`config.mk`:
```
export PLATFORM = sky130hd
export DESIGN_NAME = regfile_mp
export DESIGN_NICKNAME = d
export VERILOG_FILES = /design/src/rtl/regfile_mp.sv
export SDC_FILE = /design/constraint.sdc
export NUM_CORES = 2
export LEC_CHECK = 0
export CAP_MARGIN = 0
export CORE_MARGIN = 2
export CORE_UTILIZATION = 25
export CTS_CLUSTER_DIAMETER = 60
export DETAILED_ROUTE_END_ITERATION = 12
export GPL_TIMING_DRIVEN = 0
export MAX_ROUTING_LAYER = met4
export RECOVER_POWER = 100
export SETUP_SLACK_MARGIN = 0.5
export SLEW_MARGIN = 5
export SYNTH_ARGS = -nofsm -noshare
export SYNTH_HDL_FRONTEND = slang
export SYNTH_SLANG_ARGS = --single-unit
```
`constraint.sdc`:
```
create_clock -name clock -period 2.7 [get_ports clock]
set_input_delay 0.54 -clock clock [delete_from_list [all_inputs] [get_ports clock]]
set_output_delay 0.54 -clock clock [all_outputs]
set_load 0.05 [all_outputs]
```
`src/rtl/regfile_mp.sv`:
```
// Multi-port CPU register file: NREAD read ports, two write ports,
// optional write bypass, hardwired zero register and sequential clear.
module regfile_mp #(
  parameter int XLEN     = 32,
  parameter int NREGS    = 32,
  parameter int NREAD    = 2,
  parameter int BYPASS   = 1,
  parameter int ZERO_REG = 1,
  localparam int AW      = $clog2(NREGS)
) (
  input  logic                  clock,
  input  logic                  reset_n,
  input  logic [NREAD*AW-1:0]   rd_addr,
  output logic [NREAD*XLEN-1:0] rd_data,
  input  logic                  we0,
  input  logic [AW-1:0]         wa0,
  input  logic [XLEN-1:0]       wd0,
  input  logic                  we1,
  input  logic [AW-1:0]         wa1,
  input  logic [XLEN-1:0]       wd1,
  input  logic                  clear_req,
  output logic                  ready,
  output logic                  wr_conflict
);

  typedef enum logic {CLEAR, RUN} state_e;

  state_e          state_q, state_d;
  logic [AW-1:0]   clr_idx_q, clr_idx_d;
  logic            conflict_q, conflict_d;
  logic [XLEN-1:0] mem_q [NREGS];
  logic [XLEN-1:0] mem_d [NREGS];

  logic wr0, wr1, same_addr;

  // Address 0 is a sink when hardwired to zero.
  assign wr0 = we0 && !(ZERO_REG != 0 && wa0 == '0);
  assign wr1 = we1 && !(ZERO_REG != 0 && wa1 == '0);
  assign same_addr = (wa0 == wa1);

  always_comb begin
    state_d    = state_q;
    clr_idx_d  = clr_idx_q;
    conflict_d = 1'b0;
    mem_d      = mem_q;
    unique case (state_q)
      CLEAR: begin
        mem_d[clr_idx_q] = '0;
        clr_idx_d = clr_idx_q + AW'(1);
        if (clr_idx_q == AW'(NREGS - 1)) begin
          state_d = RUN;
        end
      end
      RUN: begin
        if (wr0) mem_d[wa0] = wd0;
        if (wr1) mem_d[wa1] = wd1;
        conflict_d = wr0 && wr1 && same_addr;
        if (clear_req) begin
          state_d   = CLEAR;
          clr_idx_d = '0;
        end
      end
      default: state_d = CLEAR;
    endcase
  end

  // Reset holds the array so a same-cycle write is aborted.
  always_ff @(posedge clock) begin
    if (!reset_n) begin
      state_q    <= CLEAR;
      clr_idx_q  <= '0;
      conflict_q <= 1'b0;
    end else begin
      state_q    <= state_d;
      clr_idx_q  <= clr_idx_d;
      conflict_q <= conflict_d;
      mem_q      <= mem_d;
    end
  end

  assign ready       = (state_q == RUN);
  assign wr_conflict = conflict_q;

  for (genvar k = 0; k < NREAD; k++) begin : g_rd
    logic [AW-1:0]   ra;
    logic [XLEN-1:0] rv;
    assign ra = rd_addr[k*AW +: AW];
    always_comb begin
      rv = mem_q[ra];
      if (BYPASS != 0 && we0 && wa0 == ra) rv = wd0;
      if (BYPASS != 0 && we1 && wa1 == ra) rv = wd1;
      if ((ZERO_REG != 0 && ra == '0) || state_q == CLEAR) rv = '0;
    end
    assign rd_data[k*XLEN +: XLEN] = rv;
  end

endmodule

```
# After elaboration in Yosys (flattened, before gate mapping)
# Index checks and enable logic that the tools add are counted.
[word_totals]
reg_bits = 1031
wordCells = 108
romBits = 0
latchBits = 0
output_inout_bits = 66
ramBits = 0
input_bits = 89
memories = 0
[classes]
bitwise = 8
n_lt_le_gt_ge = 8
shift = 0
n_div = 0
n_eq_ne = 7
n_mul = 0
reduce_logical = 20
muxes = 29
add_sub_neg = 1
[ops]
columns = ["cell", "count"]
rows = [
  ["$mux W1024", 3],
  ["$bwmux W1024", 2],
  ["$pmux W1024 S2", 1],
  ["$and A1024 B1024 Y1024", 1],
  ["$not A1024 Y1024", 1],
  ["$demux W32 S5", 3],
  ["$mux W32", 13],
  ["$bmux W32 S5", 2],
  ["$ge A6 B6 Y1 const B", 5],
  ["$not A5 Y6", 5],
  ["$eq A5 B5 Y1", 5],
  ["$logic_not A5 Y1", 4],
  ["$lt A6 B1 Y1 const B", 3],
  ["$logic_and A1 B1 Y1", 11],
  ["$pmux W5 S2", 1],
  ["$add A5 B1 Y5 const B", 1],
  ["$eq A5 B5 Y1 const B", 1],
  ["$mux W5", 1],
  ["$logic_not A1 Y1", 2],
  ["$logic_or A1 B1 Y1", 2],
  ["$mux W1", 2],
  ["$ne A2 B2 Y1 const B", 1],
  ["$pmux W1 S2", 1],
  ["$reduce_and A2 Y1", 1],
  ["$not A1 Y1", 1],
]

# Logic depth before layout (Yosys ltp)
[depth]
ltp_word = 11
depth_mapped = 9
mapped_depth_nobuf = 7

# Worst setup path before layout
# OpenSTA, ideal clock, no wires.
[synth_timing]
kind = "input to output"
from = "input port wa1[1]"
to = "output port rd_data[27]"
cell_stages = 9
t_required_ns = 2.160
path_buffers = 4
arrival_ns = 3.115
path_slack_ns = -0.955
path_cell_list = "buf_4 > xnor2_1 > nand4_1 > or2_1 > clkbuf_2 > or3b_1 > buf_2 > buf_6 > o32ai_1"
[synth_between]
elab_chain_cells = 4
[synth_rtl]
columns = ["element", "line_no", "text"]
rows = [
  ["from (decl)", "19", "input logic [AW-1:0] wa1,"],
  ["$eq A5 B5 Y1", "91", "if (BYPASS != 0 && we1 && wa1 == ra) rv = wd1;"],
  ["$logic_and A1 B1 Y1", "91", ""],
  ["$mux W32", "91", ""],
  ["$mux W32", "92", "if ((ZERO_REG != 0 && ra == '0) || state_q == CLEAR) rv = '0;"],
  ["to (decl)", "14", "output logic [NREAD*XLEN-1:0] rd_data,"],
]
# Every way passes these cells.

# Worst setup path after layout
[layout_timing]
from = "register state_q (netlist: ready)"
to = "output port rd_data[49]"
[layout_between]
elab_chain_cells = 3
[layout_rtl]
columns = ["element", "line_no", "text"]
rows = [
  ["from (decl)", "28", "state_e state_q, state_d;"],
  ["from (signal assigned)", "74", "state_q <= state_d;"],
  ["$not A1 Y1", "92", ""],
  ["$logic_or A1 B1 Y1", "92", ""],
  ["$mux W32", "92", ""],
]
# Every way passes these cells.

==> results by group <==
Clocking
  – Clock transition at path regs: about 0.060 ns
  – Clk buf depth: 3
  – Clk sinks: just over 1000
  – CTS Buf Count: between 150 and 200
  – Clock Tree Root: clkbuf_16
  – Htree depth: 4
  – TritonCTS clock tree: done
  – Worst-skew pair later-pin latency: around 0.86 ns
  – Hold buffers post-CTS: 0

Logic synthesis
  – Post-Synthesis Cells: 7746
  – Area leader, netlist: edfxtp_1
  – Synth warnings: 0
  – Post-synthesis mux area share: roughly 25%
  – Mapped cell area: 0.0803 sq mm
  – Seq/Total Area, Yosys: 38.5%
  – Post-synth top area share: between 30% and 40%
  – Post-Synth Simple-Gate Area: between 7 and 8%
  – Most used flip-flop cell after synthesis: edfxtp_1
  – Fraction of registers with async set/reset: 0%
  – Yosys reg bits: about 1000
  – Synth unique cells: 68
  – Post-Synth Adder-Cell Area: less than 1%
  – Synth Area in Compound Gates: 23.2%
  – Largest family of logic cells by synthesized area: multiplexers
  – Syn avg cell area: between 10 and 15 sq um
  – Xor and xnor fraction of the mapped netlist area: 0.262%
  – Post-synth EDFFs: between 1000 and 1500
  – Synthesized Nets: 7840
  – Top area cells in the synthesized netlist: edfxtp_1, mux2i_1, mux4_2, a22o_1, a21oi_1

Timing
  – Max Freq: ~0.26 GHz
  – Worst slew pin tran: around 2.2 ns
  – Final min period: ~3.9 ns
  – Pins over their slew limit: between 100 and 150
  – Final setup fails: 878
  – Final setup margin: -1.19 ns
  – RSZ-0062 raised after global routing: true
  – Final period utilization: 144%
  – Hold_ws: ~0.14 ns
  – Final Hold Fails: 0
  – Final Skew: 0.0340 ns
  – Slew headroom: -47.6%

Global routing
  – Antenna violations before repair: 36
  – Total track usage: between 20 and 30%
  – Number of global-route vias before repair: around 73000
  – First-pass GRT wire length: 634000 um
  – GRT Residual Overflow: 0
  – Largest net degree at the start of global routing: approximately 160

Power and ir drop
  – Lkg Pwr: 35.8 nW
  – Worst VDD drop: roughly 0.00070 V
  – Power per Cell Area: 504 mW/mm^2

Final layout
  – P&R area growth vs syn: 25.7%
  – Share of cells above drive strength 1: between 20% and 30%
  – Filler cell count: 32771
  – Sequential Area: 0.0309 sq mm
  – Area occupied by multi-input gates: ~0.048 sq mm
  – Most frequent cells in the layout: mux2i_1, edfxtp_1, a22o_1
  – Fin cells: between 10000 and 15000
  – Most common cell after layout, fill and taps aside: mux2i_1
  – Nets: between 8000 and 9000

Die
  – Cell Rows: ~210
  – Die width: approximately 570 um
  – DIE AREA: between 0.3 and 0.4 sq mm
  – Core Area: approximately 0.32 sq mm
  – Initial core utilization: 25.1%
  – I/O pins: roughly 160
  – Die Ht: roughly 570 um

Route
  – DRT iter0 DRCs: 13642
  – DRC Markers: 0
  – Pre-antenna DRT Iters: 12
  – Total Wirelength: 481000 um
  – DR WL/cell: around 38 um
  – Vias per inst: just over 6
  – Routed Antenna Nets: 0
  – Vias: between 70000 and 80000

Min path
  – Cell depth of the worst hold path: 4
  – Hold/Removal Path Class: in -> reg

Worst setup path
  – CP required: between 2 and 2.5 ns
  – Arrival time worst endpoint: around 3.4 ns
  – Crit end category: output port
  – Kind of critical path: reg -> out
  – Crit start category: flip-flop
  – CP max FO: 10
  – Worst Reg-to-Reg Cells: 7

Placement
  – Placed cell count: approximately 12000
  – DP HPWL: 375000 um
  – Port bufs: between 100 and 150
  – Gpl congestion: 1.08

Run status
  – Outcome: complete, but fails checks
  – Failing checks: max-capacitance violations, max-slew violations, negative setup slack

Flow run
  – Max cap viols: 2
==> stage by stage <==
step	power (mW)	setup WS (ns)	util [%]	cell area [sq um]	TNS, ns
floorplan	24.6	-0.287	-	81400	-14.57
global placement	27.0	-40.55	27.5	88000	-
detailed placement	28.6	-3.43	27.6	88300	-1870.56
CTS	49.9	-1.07	31.2	100000	-112.31
global route	51.4	-1.13	31.5	101000	-314.64
finish	50.8	-1.19	31.5	101000	-328.43
==> logic make-up after synthesis <==
kind of cell             count (synthesis)
AO/OA/AOI/OAI                         2691
AND/OR/NAND/NOR                       1417
adder cells (fa/ha/maj)                  5
multiplexers                          1524
flip-flops                            1031
buffers and inverters                 1054
XOR/XNOR                                24
==> synth_stat cells (10+ instances only) <==
library cell	number
a211o_1	27
a211oi_1	93
a21oi_1	624
a221o_1	36
a221oi_1	30
a22o_1	895
a22oi_1	125
a31oi_1	92
and2_1	20
buf_1	53
buf_2	190
buf_4	22
clkbuf_1	748
edfxtp_1	1024
inv_1	37
mux2_2	33
mux2i_1	1105
mux4_2	386
nand2_1	521
nand4_1	67
nor2_1	598
nor2b_1	79
nor3_1	68
o211ai_1	31
o21ai_0	523
o21ai_1	34
o221ai_1	32
o22ai_1	33
o2bb2ai_1	34
o31ai_1	34
o32ai_1	15
o32ai_2	17
or2_2	10
xnor2_1	16
==> report_power, final <==
group          leakage (nW)  internal, mW  switching, mW
clock network          2.37          11.8           8.75
registers              10.1          18.8           1.12
logic                  23.3          3.98           6.32
total                  35.8          34.6           16.2
==> worst paths after layout <==
| kind | slack, ns | endpoint | from |
|---|---|---|---|
| setup / recovery | -1.19 | rd_data[49] | ready |
| hold / removal | 0.14 | wr_conflict | wa1[0] |
| setup reg to reg | -0.43 | mem_q[942] | clr_idx_q[1] |
| hold reg to reg | 0.61 | mem_q[969] | mem_q[969] |
==> area by class of cell <==
type                    instances  share of cell area [%]
flip-flops and latches       1031                    30.6
clock inverters               106                   0.974
inverters                      37                   0.140
plain buffers                1017                    6.83
repair buffers                447                    4.43
multi-input cells            5661                    47.7
clock buffers                 171                    3.88
diodes                         29                  0.0719
well taps                    4305                    5.34
==> critical path, stage by stage (launching register included) <==
cell and delay (ns):
dfxtp_1 0.33, buf_4 0.17, buf_6 0.26, o21ai_4 0.21
clkbuf_8 0.23, o211ai_1 0.91, buf_4 0.36
==> layer usage <==
metal	up-vias	GRT usage [%]	wire, um
li1	31704	-	-
met1	39411	33.9	171000
met2	6546	42.3	205000
met3	1577	8.71	61900
met4	0	21.5	43300
met5	-	-	0
==> timing repair <==
| item | CTS | global route |
|---|---|---|
| buffers inserted | 243 | 52 |
| endpoints found under the hold margin | 0 | 0 |
| gates resized for setup | 1802 | 281 |
| endpoints found under the setup margin | 1355 | 1163 |
| pin swaps | 202 | 82 |
| gates cloned | 12 | 6 |
==> flip-flops by register name, summed over array words and instances (netlist names) <==
register	count
ready	1
clr_idx_q	5
mem_q	1024
wr_conflict	1
(Power assumes the default switching activity.)
